<file path="src/rtl/sec_syndrome_gen.sv">
// Hamming(12,8)+overall-parity SEC-DED syndrome generator with single/double error counters.
// Latency: 2 cycles (S1 captures the codeword, S2 holds the classified result).
// Backpressure: valid/ready skid-free pipeline; S2 holds while out_ready=0, in_ready falls once both stages are full.
//
// Ports:
//   clk, rst_n                  clock, asynchronous active-low reset
//   in_valid/in_ready/code_in   13-bit received codeword (bit 12 = overall parity p0)
//   out_valid/out_ready         result handshake towards the corrector stage
//   synd_out, data_out          syndrome (0 unless correctable) and uncorrected data byte
//   err_single, err_double      classification of the word on the output
//   cnt_clr                     synchronous clear of both counters (wins over increment)
//   sec_count, ded_count        saturating single/double error event counters
module sec_syndrome_gen #(
    parameter int CNT_W = 8
) (
    input  logic             clk,
    input  logic             rst_n,
    input  logic             in_valid,
    output logic             in_ready,
    input  logic [12:0]      code_in,
    output logic             out_valid,
    input  logic             out_ready,
    output logic [3:0]       synd_out,
    output logic [7:0]       data_out,
    output logic             err_single,
    output logic             err_double,
    input  logic             cnt_clr,
    output logic [CNT_W-1:0] sec_count,
    output logic [CNT_W-1:0] ded_count
);

    // Hamming position masks over code_in[11:0] (bit k-1 = position k).
    // Syndrome bit i covers the positions whose index has bit i set.
    localparam logic [11:0] MASK_S0 = 12'h555; // positions 1,3,5,7,9,11
    localparam logic [11:0] MASK_S1 = 12'h666; // positions 2,3,6,7,10,11
    localparam logic [11:0] MASK_S2 = 12'h878; // positions 4,5,6,7,12
    localparam logic [11:0] MASK_S3 = 12'hF80; // positions 8..12

    typedef enum logic [1:0] {
        CLS_CLEAN  = 2'd0,
        CLS_SINGLE = 2'd1,
        CLS_DOUBLE = 2'd2
    } cls_t;

    // ------------------------------------------------------------------
    // Stage 1: raw codeword register
    // ------------------------------------------------------------------
    logic        s1_vld;
    logic [12:0] s1_code;

    // ------------------------------------------------------------------
    // Handshake
    // ------------------------------------------------------------------
    logic s2_load;  // S2 accepts a new value this cycle
    logic s1_adv;   // S1 content moves into S2 this cycle
    logic xfer;     // output word handed to downstream this cycle

    assign s2_load  = !out_valid || out_ready;
    assign s1_adv   = s1_vld && s2_load;
    assign in_ready = !s1_vld || s1_adv;
    assign xfer     = out_valid && out_ready;

    // ------------------------------------------------------------------
    // Syndrome / classification of the S1 word
    // ------------------------------------------------------------------
    logic [3:0] syn;
    logic       ov;
    logic [7:0] data_raw;
    cls_t       cls;

    always_comb begin
        syn[0]   = ^(s1_code[11:0] & MASK_S0);
        syn[1]   = ^(s1_code[11:0] & MASK_S1);
        syn[2]   = ^(s1_code[11:0] & MASK_S2);
        syn[3]   = ^(s1_code[11:0] & MASK_S3);
        ov       = ^s1_code;
        // Data positions 3,5,6,7,9,10,11,12 map to data bits 0..7.
        data_raw = {s1_code[11], s1_code[10], s1_code[9], s1_code[8],
                    s1_code[6],  s1_code[5],  s1_code[4], s1_code[2]};
    end

    always_comb begin
        cls = CLS_CLEAN;
        if (ov) begin
            // Odd overall parity: a single flip, unless the syndrome points
            // past position 12, which only a multi-bit error can produce.
            if (syn >= 4'd13) begin
                cls = CLS_DOUBLE;
            end else begin
                cls = CLS_SINGLE;
            end
        end else if (syn != 4'd0) begin
            cls = CLS_DOUBLE;
        end
    end

    // ------------------------------------------------------------------
    // Stage 1 register
    // ------------------------------------------------------------------
    always_ff @(posedge clk or negedge rst_n) begin
        if (!rst_n) begin
            s1_vld  <= 1'b0;
            s1_code <= '0;
        end else if (in_ready) begin
            s1_vld <= in_valid;
            if (in_valid) begin
                s1_code <= code_in;
            end
        end
    end

    // ------------------------------------------------------------------
    // Stage 2 register: drives every out_* signal directly.
    // When S2 empties, the payload is zeroed so stale flags never linger.
    // The syndrome is only forwarded for the correctable class so the
    // corrector never flips a bit on a clean or uncorrectable word.
    // ------------------------------------------------------------------
    always_ff @(posedge clk or negedge rst_n) begin
        if (!rst_n) begin
            out_valid  <= 1'b0;
            synd_out   <= '0;
            data_out   <= '0;
            err_single <= 1'b0;
            err_double <= 1'b0;
        end else if (s2_load) begin
            out_valid <= s1_vld;
            if (s1_vld) begin
                synd_out   <= (cls == CLS_SINGLE) ? syn : 4'd0;
                data_out   <= data_raw;
                err_single <= (cls == CLS_SINGLE);
                err_double <= (cls == CLS_DOUBLE);
            end else begin
                synd_out   <= '0;
                data_out   <= '0;
                err_single <= 1'b0;
                err_double <= 1'b0;
            end
        end
    end

    // ------------------------------------------------------------------
    // Error event counters: count on output transfers, saturate at all-ones,
    // clear has priority over a coincident increment.
    // ------------------------------------------------------------------
    always_ff @(posedge clk or negedge rst_n) begin
        if (!rst_n) begin
            sec_count <= '0;
        end else if (cnt_clr) begin
            sec_count <= '0;
        end else if (xfer && err_single && (sec_count != {CNT_W{1'b1}})) begin
            sec_count <= sec_count + CNT_W'(1);
        end
    end

    always_ff @(posedge clk or negedge rst_n) begin
        if (!rst_n) begin
            ded_count <= '0;
        end else if (cnt_clr) begin
            ded_count <= '0;
        end else if (xfer && err_double && (ded_count != {CNT_W{1'b1}})) begin
            ded_count <= ded_count + CNT_W'(1);
        end
    end

endmodule

</file>
<file path="config.mk">
export PLATFORM = sky130hd
export DESIGN_NAME = sec_syndrome_gen
export DESIGN_NICKNAME = d
export VERILOG_FILES = /design/src/rtl/sec_syndrome_gen.sv
export SDC_FILE = /design/constraint.sdc
export NUM_CORES = 1
export LEC_CHECK = 0
export BUFFER_PORTS_ARGS = -buffer_cell sky130_fd_sc_hd__buf_2
export CELL_PAD_IN_SITES_DETAIL_PLACEMENT = 1
export CELL_PAD_IN_SITES_GLOBAL_PLACEMENT = 1
export CORE_MARGIN = 1
export CORE_UTILIZATION = 38
export DETAILED_ROUTE_END_ITERATION = 12
export PLACE_DENSITY = 0.78
export SLEW_MARGIN = 20
export SYNTH_ARGS = -nofsm -noshare
export SYNTH_HDL_FRONTEND = slang
export SYNTH_SLANG_ARGS = --single-unit
export TNS_END_PERCENT = 5
</file>
<file path="constraint.sdc">
create_clock -name clk -period 2.1 [get_ports clk]
set_input_delay 0.105 -clock clk [delete_from_list [all_inputs] [get_ports clk]]
set_output_delay 0.105 -clock clk [all_outputs]
set_load 0.1 [all_outputs]
</file>
==> flow_summary.ini, run 1 <==
[outcome]
outcome = complete, no violations

[synthesis]
yosys_warnings = 0
synth.area.top_cells = dfrtp_1, mux2_2, xnor2_1
synthCells = 185
yosysSeqAreaShare_pct = 52.3
synth_common_cells = dfrtp_1, nand2_1, nor2_1
synth_area_sq_um = 2150
avgSynthCellArea_sq_um = 11.6
synth.net_count = 205
synth_top_area_share_pct = 52.3
synthArstFlopShare_pct = 100
synth_seq_cells = 45
synth_cell_types = 33
synthFlopType = dfrtp_1
synth_largest_area_cell = dfrtp_1
yosysMostFrequentCell = dfrtp_1
synth-edff-count = 0

[critical_path]
crit_type = register to register
ff2ff_setup_slack_ns = 0.09
cp_max_fo = 6
crit_arrival_ns = 2.19
crit_required_ns = 2.28
cp-end-kind = register
worst_setup_path_start_kind = register

[timing]
fin_setup_tns_ns = 0
hold_violations = 0
rsz0062_at_grt = false
fmax_mhz = 497
setup_violations = 0
finalCritPeriodShare_pct = 95.8
setup_ws_ns = 0.0892
slew_headroom_pct = 49.5
skew_ns = 0.00496
slew_viol_final = 0
fin_crit_ns = 2.01
tightest_slew_ns = 0.757

[pwr]
ir_drop_uv = 496
p_leak_uw = 0.00126
powerDensity_nw_per_um2 = 1140
p_total_uw = 2990

[final_layout]
final_cell_area_sq_um = 2620
syn2layout_area_growth_pct = 21.7
fillCellCount = 637
drive_gt1_share_pct = 34.2
diodes = 0
nets = 260
final_core_util_pct = 47.9

[grt]
grt_pass1_wl_um = 7930
grt_pass1_vias = 1700
grt_max_degree = 35
antenna_found_initial = 0
grt_usage_pct = 16.9
grt_overflow = 0

[clocking]
cts_sinks = 45
tritoncts = done
cts_inserted_buffers = 5
ctsHtreeMaxLevel = 2
clkLatencyLatePin_ns = 0.29
root_buffer = clkbuf_8
cts_buffer_depth = 2
clk_pin_slew_ns = 0.08

[placement]
place_ws_ns = 0.0148
port_buffers = 49
dp_hpwl_um = 3370
post_dp_cell_area_sq_um = 2500
gp_congestion = 0.735

[route]
drtIter0Drc = 60
postRouteAntennaNets = 0
vias_per_cell = 5.02
drc = 0
first_pass_iters = 3
drt-wirelength-per-cell_um = 14.4
vias = 1565
wl_um = 4490

[job]
maxCapViolations = 0

[floorplanning]
coreArea_sq_um = 5470
ios = 50
row_count = 27
dieArea_sq_um = 5970
die_h_um = 77.3
die_w_um = 77.3
initial_utilization_pct = 39.3

[hold_path]
hold_class = input pin to register
==> logic make-up after synthesis <==
group	after synthesis	synth area share (%)
and+or+nand+nor	61	12.7
DFF	45	52.3
xor gates and xnor gates	30	15.9
AOI/OAI and AO/OA	23	8.61
muxes	15	7.73
buffers and inverters	9	1.63
adders and majority gates	2	1.16
==> worst max-delay path, cell delays in order (launching register included) <==
cell and delay (ns):
dfrtp_1 0.43, xor2_1 0.20, xnor2_1 0.35, xor3_1 0.50
o311a_4 0.16, a32o_1 0.26
==> metal layers <==
layer	global-route usage (%)	part of all wire [%]	vias to the layer above
met3	3.57	3.8	5
met4	5.28	1.3	0
li1	-	-	748
met2	29.6	51	39
met5	0	0	-
met1	20.7	44	773
==> report_power, final <==
part           internal, uW  switching (uW)  total (uW)
clock                   261             278         539
sequential              976            93.0        1070
combinational           485             898        1380
total                  1720            1270        2990
==> flip-flops by register name (all words and copies together) (netlist names) <==
name / flops
s1_vld: 1
ded_count: 8
sec_count: 8
s1_code: 13
out_valid: 1
err_double: 1
err_single: 1
data_out: 8
synd_out: 4
==> worst paths after layout <==
kind,startpoint,to,cells past startpoint
worst min-delay path,in_valid,s1_vld,2
min in group asynchronous,rst_n,sec_count[2],2
worst max register to register,s1_code[2],synd_out[0],5
worst min register to register,data_out[7],data_out[7],2
max in group asynchronous,rst_n,s1_code[12],3
worst max-delay path,s1_code[2],synd_out[0],5
==> area by class of cell <==
| type | instances | area (sq um) | area share [%] |
|---|---|---|---|
| clock buffer | 7 | 86.3 | 3.30 |
| sequential | 45 | 1130 | 43.1 |
| multi-input combinational | 131 | 1010 | 38.7 |
| inverter | 2 | 7.51 | 0.287 |
| timing repair buffer | 55 | 293 | 11.2 |
| tap | 72 | 90.1 | 3.44 |
==> repair_timing <==
item                                   4_1_cts  5_1_grt
setup buffers                                0        1
resized for setup                            1        1
setup endpoints to repair                    2        6
hold buffers                                 1        0
pin swaps                                    0        1
endpoints found under the hold margin       33        0
==> per-stage QoR <==
| stage | hold WS [ns] | cells |
|---|---|---|
| 2_1_floorplan | -0.191 | 185 |
| 3_3_place_gp | 0.226 | 303 |
| 3_5_place_dp | 0.247 | 303 |
| 4_1_cts | 0.0117 | 311 |
| 5_1_grt | 0.0406 | 312 |
| 6_report | 0.0210 | 312 |
==> layout by cell type (no fill, tap or decap), drive strengths merged <==
cell type	count
a22o	1
nand2	27
clkbuf	7
o311a	1
or3	1
nor2b	2
xnor3	3
mux2i	2
buf	54
a32o	4
dlygate4sd3	1
inv	2
nand3	7
nand2b	1
and4	4
mux2	13
a2111oi	1
o21ai	8
dfrtp	45
o2111ai	1
a41oi	2
xnor2	14
ha	2
or2	2
xor3	1
o31ai	1
nor2	17
a211oi	2
xor2	12
a311oi	2
No activity file was read; power rests on OpenSTA's default activity.
==> run 2, diff against run 1 <==
--- a/config.mk
+++ b/config.mk
@@ -11,7 +11,9 @@
 export CORE_MARGIN = 1
 export CORE_UTILIZATION = 38
 export DETAILED_ROUTE_END_ITERATION = 12
+export MAX_ROUTING_LAYER = met4
 export PLACE_DENSITY = 0.78
+export RECOVER_POWER = 25
 export SLEW_MARGIN = 20
 export SYNTH_ARGS = -nofsm -noshare
 export SYNTH_HDL_FRONTEND = slang
==> flow_summary.ini, run 2 (same netlist as run 1, synthesis figures left out) <==
[grt]
grt_max_degree = 35
grt_pass1_vias = 1700
grt_usage_pct = 17.5
grt_overflow = 0
antenna_found_initial = 0
grt_pass1_wl_um = 7930

[final_layout]
multiInputGateArea_sq_um = 1010
layout_common_cells = buf_2, dfrtp_1, nand2_1, nor2_1, mux2_2
largest_reg_flops = 13
top_register = s1_code
syn2layout_area_growth_pct = 21.7
nets = 260
layout_commonest_cell = buf_2
drive_gt1_share_pct = 34.2
final-seq-area_sq_um = 1130
fillCellCount = 637
diodes = 0

[clocking]
root_buffer = clkbuf_8
ctsHtreeMaxLevel = 2
clkLatencyLatePin_ns = 0.29
cts_inserted_buffers = 5
cts_buffer_depth = 2
tritoncts = done
clk_pin_slew_ns = 0.08
cts_sinks = 45

[floorplanning]
die_w_um = 77.3
initial_utilization_pct = 39.3
row_count = 27
ios = 50
dieArea_sq_um = 5970
die_h_um = 77.3
coreArea_sq_um = 5470

[pwr]
p_sw_uw = 1270
powerDensity_nw_per_um2 = 1140
p_total_uw = 2990
clkPwrFrac_pct = 18.0
ir_drop_uv = 491
power_frac_comb_pct = 46.2
seq_power_share_pct = 35.8
switching_share_pct = 42.4
internal-power_uw = 1720
p_leak_uw = 0.00126

[placement]
port_buffers = 49
gp_congestion = 0.744
dp_hpwl_um = 3370
place_ws_ns = 0.0148

[critical_path]
crit_type = register to register
cp_max_fo = 6
worstPathCellList = xor2_1 -> xnor2_1 -> xor3_1 -> o311a_4 -> a32o_1
path_delay_family = XOR/XNOR gates
cp-end-kind = register
worst_setup_path_start_kind = register
critPathBufInv = 0
crit_arrival_ns = 2.19
cp_slowest_cell = xor3_1
slowest_delay_ns = 0.50
crit_required_ns = 2.28

[route]
vias = 1567
drtIter0Drc = 66
first_pass_iters = 3
wl_um = 4490
drc = 0
postRouteAntennaNets = 0
drt-wirelength-per-cell_um = 14.4
vias_per_cell = 5.02

[timing]
slew_headroom_pct = 43.8
fin_crit_ns = 2.01
setup_ws_ns = 0.0914
finalHoldWorstSlack_ns = 0.0207
rsz0062_at_grt = false
hold_violations = 0
fmax_mhz = 498
skew_ns = 0.00483
slew_viol_final = 0
setup_violations = 0
fin_setup_tns_ns = 0
finalCritPeriodShare_pct = 95.6
tightest_slew_ns = 0.842

[job]
maxCapViolations = 0

[hold_path]
hold_class = input pin to register

[outcome]
outcome = complete, no violations
[run 2: worst paths after layout]
kind                              from           end  slack [ns]  cells past startpoint
setup / recovery            s1_code[2]   synd_out[0]        0.09                      5
hold / removal                in_valid        s1_vld        0.02                      2
setup reg to reg            s1_code[2]   synd_out[0]        0.09                      5
hold reg to reg            data_out[7]   data_out[7]        0.48                      2
max in group asynchronous        rst_n   s1_code[12]        0.97                      3
min in group asynchronous        rst_n  sec_count[2]        0.44                      2
[run 2: power by group through the flow]
stage / Sequential (uW) / Combinational (uW) / Clock [uW]
after floorplan: 1560 / 640 / 0
after global placement: 1080 / 1330 / 0
after detailed placement: 1090 / 1360 / 0
after CTS: 1070 / 1380 / 570
after global routing: 1090 / 1470 / 597
final: 1070 / 1380 / 540
[run 2: final cells by class]
class                           count  area share [%]
Sequential cell                    45            43.1
Tap cell                           72            3.44
Inverter                            2           0.287
Clock buffer                        7            3.30
Timing Repair Buffer               55            11.2
Multi-Input combinational cell    131            38.7
[run 2: timing repair]
action,in CTS,in global routing
pin swaps,0,1
buffers inserted,0,1
gates resized for setup,1,1
hold endpoints to repair,33,0
hold buffers,1,0
setup endpoints to repair,2,6
[run 2: stage by stage]
step / area (sq um) / util, % / instances
2_1_floorplan: 2160 / - / 185
3_3_place_gp: 2500 / 45.7 / 303
3_5_place_dp: 2500 / 45.7 / 303
4_1_cts: 2610 / 47.6 / 311
5_1_grt: 2620 / 47.9 / 312
6_report: 2620 / 47.9 / 312
[run 2: layer usage]
layer / GRT usage [%] / vias up / routed length [um]
met3: 3.57 / 5 / 174
met1: 20.8 / 775 / 2000
met4: 5.28 / 0 / 62
met2: 29.6 / 39 / 2260
met5: - / - / 0
li1: - / 748 / -
==> run 3, diff against run 2 <==
--- a/config.mk
+++ b/config.mk
@@ -8,6 +8,7 @@
 export BUFFER_PORTS_ARGS = -buffer_cell sky130_fd_sc_hd__buf_2
 export CELL_PAD_IN_SITES_DETAIL_PLACEMENT = 1
 export CELL_PAD_IN_SITES_GLOBAL_PLACEMENT = 1
+export CORE_ASPECT_RATIO = 1.75
 export CORE_MARGIN = 1
 export CORE_UTILIZATION = 38
 export DETAILED_ROUTE_END_ITERATION = 12
==> flow_summary.ini, run 3 (same netlist as run 1, synthesis figures left out) <==
[outcome]
outcome = complete, no violations

[timing]
finalCritPeriodShare_pct = 96.4
finalHoldWorstSlack_ns = 0.0206
skew_ns = 0.00337
fin_setup_tns_ns = 0
fmax_mhz = 494
setup_violations = 0
fin_crit_ns = 2.02
tightest_slew_ns = 0.871
slew_viol_final = 0
hold_violations = 0
rsz0062_at_grt = true
slew_headroom_pct = 41.9

[critical_path]
rr_endpoint = synd_out[3]
cp-end-kind = register
crit_start = s1_code[8]
ff2ff_path_depth = 5
slowest_delay_ns = 0.47
worst_setup_path_start_kind = register
crit_arrival_ns = 2.21
endpoint = synd_out[3]
crit_required_ns = 2.28
r2r_start = s1_code[8]
cp_max_fo = 6
worstPathCellList = xnor3_1 -> xor2_2 -> xor3_1 -> o311a_4 -> a32o_1
crit_type = register to register
cp_slowest_cell = xor3_1
ff2ff_setup_slack_ns = 0.08

[route]
vias_per_cell = 4.95
drc = 0
first_pass_iters = 3
wl_um = 4460
vias = 1555
postRouteAntennaNets = 0
drtIter0Drc = 60
drt-wirelength-per-cell_um = 14.2

[grt]
grt_pass1_vias = 1665
grt_usage_pct = 18.2
grt_pass1_wl_um = 7840
antenna_found_initial = 0
grt_max_degree = 31
grt_overflow = 0

[placement]
port_buffers = 49
dp_hpwl_um = 3500
gp_congestion = 0.771

[final_layout]
layout_commonest_cell = buf_2
syn2layout_area_growth_pct = 21.2
largest_reg_flops = 13
nets = 259
drive_gt1_share_pct = 33.8
diodes = 0
layout_common_cells = buf_2, dfrtp_1, nand2_1, nor2_1, mux2_2
top_register = s1_code

[clocking]
cts_sinks = 45
root_buffer = clkbuf_8
post_cts_buffers = 0
cts_inserted_buffers = 5
ctsHtreeMaxLevel = 2
clk_pin_slew_ns = 0.08
cts_buffer_depth = 2
clkLatencyLatePin_ns = 0.29
tritoncts = done

[pwr]
switching_share_pct = 43.1
seq_power_share_pct = 36.3
p_leak_uw = 0.00125
power_frac_comb_pct = 46.5
p_sw_uw = 1270
ir_drop_uv = 787
powerDensity_nw_per_um2 = 1130
internal-power_uw = 1680
clkPwrFrac_pct = 17.3

[floorplanning]
dieArea_sq_um = 5980
die_w_um = 58.9
initial_utilization_pct = 40.3
row_count = 35
ios = 50
die_h_um = 102
coreArea_sq_um = 5340

[hold_path]
hold_class = input pin to register
holdPathStages = 2

[job]
maxCapViolations = 0
[run 3: cell types whose count changed in the layout (fill, tap and decap cells not counted)]
| cell | previous run | this run |
|---|---|---|
| clkbuf_1 | 1 | 2 |
| buf_4 | 5 | 3 |
| clkinv_2 | 0 | 2 |
| a2111oi_0 | 1 | 0 |
| a2111oi_1 | 0 | 1 |
| clkbuf_8 | 6 | 5 |
[run 3: cell type report]
| cell class | instances | area [sq um] |
|---|---|---|
| well taps | 74 | 92.6 |
| fillers | 632 | 2730 |
| multi-input cells | 131 | 1010 |
| flip-flops and latches | 45 | 1130 |
| clock inverters | 2 | 10.0 |
| inverters | 2 | 7.51 |
| clock buffers | 6 | 72.6 |
| repair buffers | 54 | 282 |
[run 3: how the worst min path moves through the flow]
stage               startpoint      endpoint  slack, ns
floorplan                rst_n   data_out[0]      -0.19
global placement         rst_n  ded_count[2]       0.21
detailed placement       rst_n  ded_count[2]       0.21
CTS                   in_valid        s1_vld       0.01
global route          in_valid        s1_vld       0.01
finish                in_valid        s1_vld       0.02
[run 3: power groups by stage]
stage / clock [uW] / sequential, uW / combinational, uW
after floorplan: 0 / 1560 / 640
after global placement: 0 / 1090 / 1330
after detailed placement: 0 / 1090 / 1370
after CTS: 541 / 1070 / 1390
after global routing: 567 / 1090 / 1460
final: 511 / 1070 / 1370
[run 3: layer usage]
metal,vias up,wire (um),track usage (%)
met2,38,2640,33.7
met5,-,0,-
met4,0,36,6.04
met3,2,154,3.45
li1,741,-,-
met1,774,1630,18.6
[run 3: worst max-delay path, delay by kind of cell, from the launching register on]
family / cells / cell delay (ns)
XOR/XNOR: 3 / 1.08
flip-flops: 1 / 0.43
AO/OA/AOI/OAI: 2 / 0.41
[run 3: what timing repair did]
action | in CTS | in global routing
hold endpoints to repair | 29 | 0
resized for setup | 1 | 2
setup endpoints to repair | 3 | 5
hold buffers | 1 | 0
[run 3: through the flow]
stage / setup WS (ns) / total power (uW) / std cells / utilization [%] / cell area, sq um
after floorplan: 0.00823 / 2200 / 185 / - / 2160
after global placement: 0.0706 / 2420 / 305 / 47.1 / 2520
after detailed placement: 0.0263 / 2460 / 305 / 47.1 / 2520
after CTS: 0.00944 / 3000 / 314 / 49.0 / 2620
after global routing: -0.00605 / 3120 / 314 / 48.8 / 2610
final: 0.0758 / 2950 / 314 / 48.8 / 2610
